$ cat src/rtl/mem_stage.sv
// rtl/mem_stage.sv - memory pipeline stage: registers the EX buses, extracts and extends load data, holds it across stalls
module mem_stage (
  input  logic        clk,
  input  logic        rst,
  input  logic [5:0]  stall,
  input  logic [75:0] ex_to_mem_bus,
  input  logic [2:0]  ex_load_op,
  input  logic [65:0] hilo_ex_to_mem_bus,
  input  logic [31:0] data_sram_rdata,
  output logic [69:0] mem_to_wb_bus,
  output logic [65:0] hilo_mem_to_wb_bus,
  output logic        mem_wreg,
  output logic [4:0]  mem_waddr,
  output logic [31:0] mem_wdata,
  output logic        mem_hi_we,
  output logic        mem_lo_we,
  output logic [31:0] mem_hi_wdata,
  output logic [31:0] mem_lo_wdata
);

  localparam logic [2:0] LD_LW  = 3'b001;
  localparam logic [2:0] LD_LB  = 3'b010;
  localparam logic [2:0] LD_LBU = 3'b011;
  localparam logic [2:0] LD_LH  = 3'b100;
  localparam logic [2:0] LD_LHU = 3'b101;

  logic [75:0] ex_q;
  logic [65:0] hilo_q;
  logic [2:0]  load_op_q;
  logic [31:0] hold_q;
  logic        rdata_valid_q;

  logic        bubble;
  logic        advance;
  logic        is_load;
  logic [31:0] pc;
  logic        ram_en;
  logic [3:0]  ram_wen;
  logic        sel_rf_res;
  logic        rf_we;
  logic [4:0]  rf_waddr;
  logic [31:0] ex_result;
  logic [31:0] word;
  logic [7:0]  load_byte;
  logic [15:0] load_half;
  logic [31:0] load_data;
  logic [31:0] rf_wdata;
  logic        unused_stall;

  assign unused_stall = ^{stall[5], stall[2:0]};

  // A bubble (this stage stalled, WB free) wins over both load and hold.
  assign bubble  = stall[3] & ~stall[4];
  assign advance = ~stall[3];

  assign {pc, ram_en, ram_wen, sel_rf_res, rf_we, rf_waddr, ex_result} = ex_q;

  always_comb begin
    is_load = 1'b0;
    if (ram_en && (ram_wen == 4'b0000)) begin
      case (load_op_q)
        LD_LW, LD_LB, LD_LBU, LD_LH, LD_LHU: is_load = 1'b1;
        default:                             is_load = 1'b0;
      endcase
    end
  end

  always_ff @(posedge clk or posedge rst) begin
    if (rst) begin
      ex_q          <= '0;
      hilo_q        <= '0;
      load_op_q     <= '0;
      hold_q        <= '0;
      rdata_valid_q <= 1'b0;
    end else if (bubble) begin
      ex_q          <= '0;
      hilo_q        <= '0;
      load_op_q     <= '0;
      hold_q        <= '0;
      rdata_valid_q <= 1'b0;
    end else if (advance) begin
      ex_q          <= ex_to_mem_bus;
      hilo_q        <= hilo_ex_to_mem_bus;
      load_op_q     <= ex_load_op;
      rdata_valid_q <= 1'b0;
    end else if (is_load && !rdata_valid_q) begin
      // SRAM word is only valid in the first cycle; keep it for the rest of the stall.
      hold_q        <= data_sram_rdata;
      rdata_valid_q <= 1'b1;
    end
  end

  assign word = rdata_valid_q ? hold_q : data_sram_rdata;

  always_comb begin
    load_byte = word[7:0];
    case (ex_result[1:0])
      2'b00: load_byte = word[7:0];
      2'b01: load_byte = word[15:8];
      2'b10: load_byte = word[23:16];
      2'b11: load_byte = word[31:24];
      default: load_byte = word[7:0];
    endcase
    load_half = ex_result[1] ? word[31:16] : word[15:0];
  end

  always_comb begin
    load_data = 32'h0;
    case (load_op_q)
      LD_LW:   load_data = word;
      LD_LB:   load_data = {{24{load_byte[7]}}, load_byte};
      LD_LBU:  load_data = {24'h0, load_byte};
      LD_LH:   load_data = {{16{load_half[15]}}, load_half};
      LD_LHU:  load_data = {16'h0, load_half};
      default: load_data = 32'h0;
    endcase
  end

  assign rf_wdata = sel_rf_res ? load_data : ex_result;

  assign mem_to_wb_bus      = {pc, rf_we, rf_waddr, rf_wdata};
  assign hilo_mem_to_wb_bus = hilo_q;

  assign mem_wreg     = rf_we;
  assign mem_waddr    = rf_waddr;
  assign mem_wdata    = rf_wdata;
  assign mem_hi_wdata = hilo_q[65:34];
  assign mem_lo_wdata = hilo_q[33:2];
  assign mem_hi_we    = hilo_q[1];
  assign mem_lo_we    = hilo_q[0];

endmodule

$ cat config.mk
export PLATFORM = sky130hd
export DESIGN_NAME = mem_stage
export DESIGN_NICKNAME = d
export VERILOG_FILES = /design/src/rtl/mem_stage.sv
export SDC_FILE = /design/constraint.sdc
export NUM_CORES = 1
export LEC_CHECK = 0
export ABC_AREA = 1
export CORE_AREA = 4 4 162 164
export DETAILED_ROUTE_END_ITERATION = 10
export DIE_AREA = 0 0 166 168
export PLACE_DENSITY = 0.7
export SLEW_MARGIN = 5
export SYNTH_ARGS = -nofsm -noshare
export SYNTH_HDL_FRONTEND = slang
export SYNTH_SLANG_ARGS = --single-unit
$ cat constraint.sdc
create_clock -name clk -period 15.2 [get_ports clk]
set_clock_uncertainty 0.15 [all_clocks]
set_input_delay 1.52 -clock clk [delete_from_list [all_inputs] [get_ports clk]]
set_output_delay 1.52 -clock clk [all_outputs]
set_load 0.02 [all_outputs]
==> results <==
- The first detailed-routing pass ran for 5 iterations.
- The shortest clock period the worst path allows after layout is 5.43 ns.
- The horizontal extent of the die is 166 um.
- The number of vias per cell after detailed routing is 5.03.
- The count of final hold-check violations is 0.
- The total length of routed wires is 31700 um.
- Based on the critical path, the design can be clocked at up to 0.184 GHz.
- The final number of max-transition violations came to 0.
- The class of the tightest hold or removal check is register to register.
- The number of placed instances, taps included, is 1571.
- Detailed placement ended at an HPWL of 23200 um.
- The number of nets handed over by synthesis was 1207.
- The detailed-route via count is 8064.
- The count of instances resized after the clock tree is built is 0.
- In this run the remaining antenna-violating nets after routing total 0.
- At the worst endpoint, the required time is 13.53 ns.
- Once layout is done, the placed cells without fillers occupy 13200 sq um.
- Setup violations remaining at the end of the flow were counted as 0.
- The Yosys step of the flow raised 0 warnings.
- The H-tree level count is 4.
- The worst path arrival time is 3.76 ns.
- The number of distinct library cells after synthesis is 26.
- In this run, post-CTS hold repair placed 0 buffers.
- The total setup buffers inserted after CTS is 0.
- Global routing finished with a remaining overflow of 0.
- The CTS clock-pin slew for the worst setup and hold paths is 0.07 ns.
- Entering global routing, the biggest net connects 105 pins.
- The flop and latch count out of synthesis is 178.
- In this run the power density over the cells is 99.6 nW/um^2.
- The count of pins on the block boundary is 425.
- The number of port buffers is 420.
- In this run the cell area of the synthesized design comes to 9290 sq um.
- The tree is rooted in a sky130_fd_sc_hd__clkbuf_16.
- Once placement finished, the instance area stood at 12600 sq um.
- The count of max-cap constraint violations is 0.
- After synthesis, the largest area contributor takes up 47.9% of total cell area.
- The clock reaches the later pin of the worst-skew pair after 0.43 ns.
- The weighted congestion at the end of routability-driven global placement is 0.906.
- The leakage power summed over all cells is 0.00616 uW.
- The relative slew slack is 28.4%.
- Sorting the synthesized cells by area gives the leading types as sky130_fd_sc_hd__dfrtp_1, sky130_fd_sc_hd__a22o_1, sky130_fd_sc_hd__nand2_1.
- The area enclosed by the die boundary is 27900 sq um.
- The period utilization is 35.7%.
- The library cell occupying the most area in the post-synthesis netlist is sky130_fd_sc_hd__dfrtp_1.
- In the final layout, the share of cells above drive strength 1 is 5.97%.
- The maximum vdd ir drop is 0.0000720 V.
- The setup path with the least slack is of type primary input to output pin.
- The most common cell after layout, fill and taps aside is sky130_fd_sc_hd__clkdlybuf4s50_1.
- Setup repair after global routing left no endpoint under its margin.
- The total CTS buffers is 17.
- For this run, design rule violations remaining after detail routing come to 0.
- The global-route usage over all layers is 21.9%.
- The number of instances in the synthesized netlist is 1022.
- The net count of the finished layout is 1445.
- The effective utilization at floorplan is 37.3%.
- The critical path capture point type is an output pin.
- STA classifies the critical path startpoint as a primary input.
- The CTS tree is yes.
- The wire length of the first global-routing pass is 48100 um.
- In the layout the commonest cells are sky130_fd_sc_hd__clkdlybuf4s50_1, sky130_fd_sc_hd__nand2_1, sky130_fd_sc_hd__dfrtp_1.
- The maximum root-to-sink buffer count is 2.
- The number of antenna violations at the first check in global routing was 5.
- The total negative setup slack is 0 ns.
- The number of placement rows is 58.
- The flow ran to the end, and the final reports show no timing, DRC or antenna violations.
- The via count of the first global-routing pass is 8048.
- Relative to the synthesized area, the layout overhead comes to 42.1%.
- Each instance of the synthesized netlist takes up on average 9.09 sq um.
- The tree built by TritonCTS fans out to 178 sinks.
- The maximum fanout along the worst path is 24.
- The average wire length per cell after detail routing is 19.8 um.
- The pin slew with the least headroom to its limit is 1.07 ns.
- The first routing iteration left 548 violations.
- The floorplan die height is 168 um.
- The floorplan core area is 24900 sq um.
- Once layout is complete, the cells apart from fillers number 1604.
- After synthesis, flip-flops and latches occupy 47.9% of the total area.
==> registers in the layout, summed over array words and instances, names as in the netlist <==
register            count
rdata_valid_q           1
ex_q                   76
hilo_mem_to_wb_bus     66
hold_q                 32
load_op_q               3
==> report_power, final <==
part / total [uW] / internal [uW] / leakage (uW) / switching (uW)
Sequential: 529 / 503 / 0.00229 / 25.5
Clock: 443 / 222 / 0.000285 / 221
Combinational: 344 / 167 / 0.00359 / 177
Total: 1320 / 892 / 0.00616 / 423
==> per-stage QoR <==
step,setup WS (ns),total power [uW],utilization (%),hold slack (ns)
after floorplan,8.70,738,-,0.316
after global placement,9.79,881,50.6,0.331
after detailed placement,9.79,884,50.6,0.331
after CTS,9.78,1330,53.0,0.353
after global routing,9.58,1370,53.0,0.363
final,9.77,1320,53.0,0.349
==> Yosys cell counts <==
master	n
sky130_fd_sc_hd__a21oi_1	3
sky130_fd_sc_hd__a22o_1	135
sky130_fd_sc_hd__a22oi_1	8
sky130_fd_sc_hd__buf_1	8
sky130_fd_sc_hd__buf_2	18
sky130_fd_sc_hd__buf_4	144
sky130_fd_sc_hd__buf_6	3
sky130_fd_sc_hd__clkbuf_1	34
sky130_fd_sc_hd__dfrtp_1	178
sky130_fd_sc_hd__inv_1	25
sky130_fd_sc_hd__inv_2	9
sky130_fd_sc_hd__nand2_1	310
sky130_fd_sc_hd__nand2_2	1
sky130_fd_sc_hd__nand2_4	1
sky130_fd_sc_hd__nand3_1	59
sky130_fd_sc_hd__nand3_2	20
sky130_fd_sc_hd__nand3_4	1
sky130_fd_sc_hd__nand3b_1	12
sky130_fd_sc_hd__nand4_1	20
sky130_fd_sc_hd__nor2_1	7
sky130_fd_sc_hd__nor2_2	2
sky130_fd_sc_hd__nor2_4	2
sky130_fd_sc_hd__nor4_2	1
sky130_fd_sc_hd__o21ai_0	12
sky130_fd_sc_hd__o21ai_1	8
sky130_fd_sc_hd__or2_1	1
==> cells by family (layout without fill, tap and decap cells) <==
group | after synthesis | after routing | synth area share (%)
AO/OA/AOI/OAI | 166 | 166 | 14.6
buffers and inverters | 241 | 492 | 16.0
flip-flops | 178 | 178 | 47.9
other | 0 | 1 | 0
AND/OR/NAND/NOR | 437 | 437 | 21.4
==> critical path, stage by stage <==
cell	delay, ns
sky130_fd_sc_hd__clkdlybuf4s50_1	0.52
sky130_fd_sc_hd__nand2_1	0.09
sky130_fd_sc_hd__nand2_1	0.19
sky130_fd_sc_hd__nand2_1	0.07
sky130_fd_sc_hd__nand2_1	0.07
sky130_fd_sc_hd__inv_2	0.04
sky130_fd_sc_hd__nand2_2	0.08
sky130_fd_sc_hd__nand2_4	0.21
sky130_fd_sc_hd__nand3_2	0.13
sky130_fd_sc_hd__nand2_1	0.07
sky130_fd_sc_hd__nand2_1	0.15
sky130_fd_sc_hd__clkdlybuf4s50_1	0.61
==> worst paths after layout <==
check / start / endpoint / slack [ns] / cells after the start
max: data_sram_rdata[31] / mem_wdata[12] / 9.77 / 12
min: hold_q[30] / hold_q[30] / 0.35 / 2
max reg2reg: ex_q[38] / ex_q[38] / 12.86 / 2
min reg2reg: hold_q[30] / hold_q[30] / 0.35 / 2
max in group asynchronous: rst / hilo_mem_to_wb_bus[11] / 11.91 / 3
min in group asynchronous: rst / ex_q[73] / 1.43 / 2
==> cell type report <==
cell class,count,area (sq um)
Sequential cell,178,4450
Inverter,34,140
Timing Repair Buffer,426,4250
Clock buffer,18,429
Fill cell,2273,11700
Multi-Input combinational cell,603,3350
Antenna cell,1,2.50
Tap cell,330,413
Clock inverter,14,166
==> routing by layer <==
layer  vias up  wire (um)  global-route usage, %
met4         8        702                   6.38
met5         -         60                      0
li1       3793          -                      -
met2       353      16300                   38.3
met1      3870      11900                   25.1
met3        40       2830                   8.52
No activity file was read; power rests on OpenSTA's default activity.
